### config.mk
export PLATFORM = sky130hd
export DESIGN_NAME = redun_carry_normalizer
export DESIGN_NICKNAME = d
export VERILOG_FILES = /design/src/rtl/redun_carry_normalizer.sv
export SDC_FILE = /design/constraint.sdc
export NUM_CORES = 1
export LEC_CHECK = 0
export BUFFER_PORTS_ARGS = -buffer_cell sky130_fd_sc_hd__buf_4
export CORE_AREA = 2 2 446 448
export DETAILED_ROUTE_END_ITERATION = 12
export DIE_AREA = 0 0 448 450
export PLACE_DENSITY = 0.52
export SYNTH_ARGS = -nofsm -noshare
export SYNTH_HDL_FRONTEND = slang
export SYNTH_SLANG_ARGS = --single-unit
### constraint.sdc
create_clock -name i_clk -period 41.6 [get_ports i_clk]
set_input_delay 12.48 -clock i_clk [delete_from_list [all_inputs] [get_ports i_clk]]
set_output_delay 12.48 -clock i_clk [all_outputs]
set_load 0.005 [all_outputs]
### src/rtl/redun_carry_normalizer.sv
// Redundant-to-canonical carry normalizer.
// Captures one block of redundant digits (WORD_LEN value bits plus carry
// bits each), then walks it from the least-significant digit upward,
// folding the carry into each digit and streaming canonical WORD_LEN-bit
// words out over a valid/ready handshake.
module redun_carry_normalizer #(
  parameter int NUM_ELEMENTS = 66,
  parameter int DSP_BIT_LEN  = 17,
  parameter int WORD_LEN     = 16
) (
  input  logic                   i_clk,
  input  logic                   i_rst_n,
  input  logic [DSP_BIT_LEN-1:0] i_dat [NUM_ELEMENTS],
  input  logic                   i_val,
  output logic                   o_rdy,
  output logic [WORD_LEN-1:0]    o_dat,
  output logic [1:0]             o_carry,
  output logic                   o_last,
  output logic                   o_val,
  input  logic                   i_rdy
);

  localparam int IDX_W = (NUM_ELEMENTS > 1) ? $clog2(NUM_ELEMENTS) : 1;
  localparam logic [IDX_W-1:0] LAST_IDX = IDX_W'(NUM_ELEMENTS - 1);

  typedef enum logic [1:0] {
    IDLE,
    LOAD,
    RUN
  } state_t;

  state_t                 state;
  logic [DSP_BIT_LEN-1:0] dig_buf [NUM_ELEMENTS];
  logic [IDX_W-1:0]       idx;
  logic [1:0]             carry;

  logic [DSP_BIT_LEN:0]   sum;
  logic [WORD_LEN-1:0]    word;
  logic [1:0]             carry_nxt;
  logic                   is_last;

  // One extra bit of headroom: an all-ones digit plus the largest carry (2)
  // still fits, so the carry out of any digit never exceeds 2.
  function automatic logic [DSP_BIT_LEN:0] digit_add(
    input logic [DSP_BIT_LEN-1:0] d,
    input logic [1:0]             c
  );
    return {1'b0, d} + {{(DSP_BIT_LEN - 1){1'b0}}, c};
  endfunction

  // Fold the running carry into the current digit and split word/carry.
  always_comb begin
    sum       = digit_add(dig_buf[idx], carry);
    word      = sum[WORD_LEN-1:0];
    carry_nxt = sum[WORD_LEN +: 2];
    is_last   = (idx == LAST_IDX);
  end

  // Digit buffer: data only, loaded when a transaction is accepted.
  always_ff @(posedge i_clk) begin
    if (state == IDLE && i_val) begin
      for (int i = 0; i < NUM_ELEMENTS; i++) begin
        dig_buf[i] <= i_dat[i];
      end
    end
  end

  // Control FSM with registered handshake and output word.
  always_ff @(posedge i_clk) begin
    if (!i_rst_n) begin
      state   <= IDLE;
      o_rdy   <= 1'b1;
      o_val   <= 1'b0;
      o_last  <= 1'b0;
      o_carry <= 2'd0;
      o_dat   <= '0;
      idx     <= '0;
      carry   <= 2'd0;
    end else begin
      case (state)
        IDLE: begin
          if (i_val) begin
            idx   <= '0;
            carry <= 2'd0;
            o_rdy <= 1'b0;
            state <= LOAD;
          end
        end
        LOAD: begin
          o_dat   <= word;
          o_val   <= 1'b1;
          o_last  <= is_last;
          o_carry <= is_last ? carry_nxt : 2'd0;
          carry   <= carry_nxt;
          idx     <= idx + 1'b1;
          state   <= RUN;
        end
        RUN: begin
          // Output register holds while the consumer stalls.
          if (i_rdy) begin
            if (o_last) begin
              o_val   <= 1'b0;
              o_last  <= 1'b0;
              o_carry <= 2'd0;
              o_rdy   <= 1'b1;
              state   <= IDLE;
            end else begin
              o_dat   <= word;
              o_last  <= is_last;
              o_carry <= is_last ? carry_nxt : 2'd0;
              carry   <= carry_nxt;
              idx     <= idx + 1'b1;
            end
          end
        end
        default: begin
          state <= IDLE;
          o_rdy <= 1'b1;
          o_val <= 1'b0;
        end
      endcase
    end
  end

endmodule

==> out/metrics.cfg <==
[status]
status = complete, no violations

[placement]
dp_cells = 5790
numPortBuffers = 1146
routabilityCongestion = 0.839
hpwl_um = 141000

[power_and_ir_drop]
combinationalPowerShare_pct = 10.2
pwr-share-seq_pct = 49.3
power.internal_mw = 2.24
p_switching_uw = 702
p_sw_share_pct = 23.8
p_per_area_mw_per_mm2 = 48.1
pwr-share-clk_pct = 40.5
ir_worst_vdd_uv = 34.1
leakage_nw = 21.8

[critical_path]
worstPathArrival_ps = 16830
critPathMaxFanout = 78
path_class = in -> reg
r2r_end = o_carry[0]
crit_path_start_kind = primary input
critPathCaptureType = register
required_ps = 41970
r2r_setup_slack_ps = 35710
reg2reg_depth = 10

[grt]
overflow = 0
grt_pass1_vias = 27258
grt_pass1_wl_um = 240000
antenna_found_initial = 51
grt_max_degree = 180
grtUsageTotal_pct = 17.7

[detailed_routing]
ant_nets = 0
firstDrtPassIters = 5
wl_per_cell_um = 30.5
drc = 0
vias = 26412
drt-initial-drc-count = 2862
via_per_inst = 4.37
drt-total-wl_um = 184000

[yosys]
synth_cell_type_count = 80
synthFlopType = edfxtp_1
synth_edf_count = 1122
ys_warn_count = 0
seq_area_frac_synth_pct = 75.8
syn_inst = 2058
netlist_area_mm2 = 0.0455
syn_nets = 3192
ys_seq_elements = 1161
synthArstFlopShare_pct = 0
postSynthAreaPerCell_um2 = 22.1

[cts]
clock_latency_ps = 770
postCtsResizedCells = 0
postCtsSetupBuffers = 0
clock_sinks = 1161
cts_tree = done
cts-buffers-inserted = 136
holdBufCountCts = 0
clk_pin_slew_ps = 60
ctsHtreeMaxLevel = 4
cts_root_buf = clkbuf_16
cts.path.max_buffers = 3

[floorplanning]
rows = 163
ioPinCount = 1147
die_area_mm2 = 0.202
initial_core_util_pct = 23.1
die_y_um = 450
core_mm2 = 0.197
die_w_um = 448

[min_path]
hp-class = reg -> reg
min_to = o_dat[4]
hold_depth = 2
hp-start = o_dat[4]

[layout]
fin_cells = 6045
fillCellCount = 19395
synthToLayoutAreaGrowth_pct = 34.7
nets = 4422
utilization_pct = 31.1
drive_above_1_share_pct = 48.8

[timing]
worstMarginPinSlew_ps = 1410
holdWs_ps = 470
setup_tns_ps = 0
fmax_mhz = 60.7
relSlewSlack_pct = 5.72
rsz0062_at_grt = false
clock_skew_ps = 31.9
post-route-min-period_ps = 16460
finalSetupViolCount = 0
hold_viol = 0
finalCritPeriodShare_pct = 39.6
drv_slew = 0

[run]
drv_cap = 0

[power by group through the flow]
stage                     combinational [mW]  clock (mW)  sequential (mW)
after floorplan                        0.154           0             1.59
after global placement                 0.302           0             1.47
after detailed placement               0.305           0             1.48
after CTS                              0.306        1.23             1.45
after global routing                   0.321        1.27             1.46
final                                  0.300        1.19             1.45
[layout by cell type, fill, tap and decap left out, types with 6 or more instances in the layout]
cell type / instances
bufinv_16: 10
buf_4: 1191
clkbuf_16: 138
nor2b_1: 7
a32oi_1: 9
nand2_1: 94
diode_2: 13
nand3_1: 41
a31oi_1: 15
mux2_2: 22
clkbuf_1: 26
nand2b_1: 7
clkinv_1: 29
inv_1: 7
nor2_1: 27
a21oi_1: 41
edfxtp_1: 1122
and3_1: 6
a221oi_1: 8
mux4_1: 62
o211ai_1: 10
nor3_1: 6
a22oi_1: 30
o21ai_0: 13
nand4_1: 7
mux4_2: 216
clkinv_2: 18
mux2i_1: 53
dfxtp_1: 33
ha_1: 7
[worst max-delay path by stage]
stage,startpoint,end,slack (ps),depth (start not counted)
floorplan,i_val,dig_buf[0][0],2580,1
global placement,i_val,dig_buf[15][11],24400,6
finish,i_val,dig_buf[41][9],25140,6
CTS,i_val,dig_buf[41][9],25130,6
detailed placement,i_val,dig_buf[8][11],24280,6
global route,i_val,dig_buf[41][9],24830,6
[synthesized netlist by cell type, types with 9 or more instances]
library cell	instances	share of area (%)
nand3_1	41	0.45
a32oi_1	9	0.17
nand2_1	94	0.78
clkbuf_1	14	0.12
buf_2	19	0.21
mux4_1	62	3.6
mux4_2	216	11
mux2_2	22	0.55
o211ai_1	10	0.17
a21oi_1	41	0.45
a22oi_1	30	0.50
buf_4	14	0.23
buf_12	18	0.79
dfxtp_1	39	1.7
o21ai_0	13	0.14
nor2_1	32	0.26
buf_6	25	0.62
mux2i_1	54	1.2
edfxtp_1	1122	74
a31oi_1	15	0.21
[through the flow]
stage / setup slack, ps / instance area [µm²] / power, mW
after global placement: 24400 / 56800 / 1.78
after CTS: 25130 / 61200 / 2.99
after global routing: 24830 / 61200 / 3.05
final: 25140 / 61200 / 2.95
after floorplan: 2580 / 45500 / 1.75
after detailed placement: 24280 / 56800 / 1.78
[worst max-delay path, cell delays in order]
cell	delay, ps
buf_4	90
and2_4	780
buf_4	720
buf_4	770
buf_4	880
buf_4	920
[state kept, by name, indices dropped and copies added, names as in the netlist, named ones only]
register / flops
o_dat: 16
carry: 2
o_val: 1
o_rdy: 1
dig_buf: 1122
o_carry: 2
idx: 7
o_last: 1
state: 2
[cells by family (layout without fill, tap and decap cells)]
group | Yosys count | in the layout | synth area share, %
mux | 354 | 354 | 16.0
buf+inv | 114 | 1448 | 2.43
simple gates | 234 | 234 | 2.49
compound gates | 179 | 179 | 2.83
flops | 1161 | 1161 | 75.8
xor+xnor | 8 | 8 | 0.154
fa+ha+maj | 8 | 8 | 0.237
other cells | 0 | 13 | 0
[metal layers]
metal  track usage [%]  share of wire (%)  vias up
met2              30.7                 51     1107
met1              22.3                 40    13829
met3              4.15                7.0      218
met4              4.09                1.9       14
met5                 0              0.040        -
li1                  -                  -    11244
[cell type report]
type	count	area, µm²	area share (%)
Clock inverter	76	837	1.37
Multi-Input combinational cell	783	9920	16.2
Tap cell	2640	3300	5.40
Antenna cell	13	32.5	0.0531
Inverter	11	42.5	0.0695
Timing Repair Buffer	1195	9020	14.7
Clock buffer	166	3580	5.84
Sequential cell	1161	34500	56.3
No activity file was read; power rests on OpenSTA's default activity.
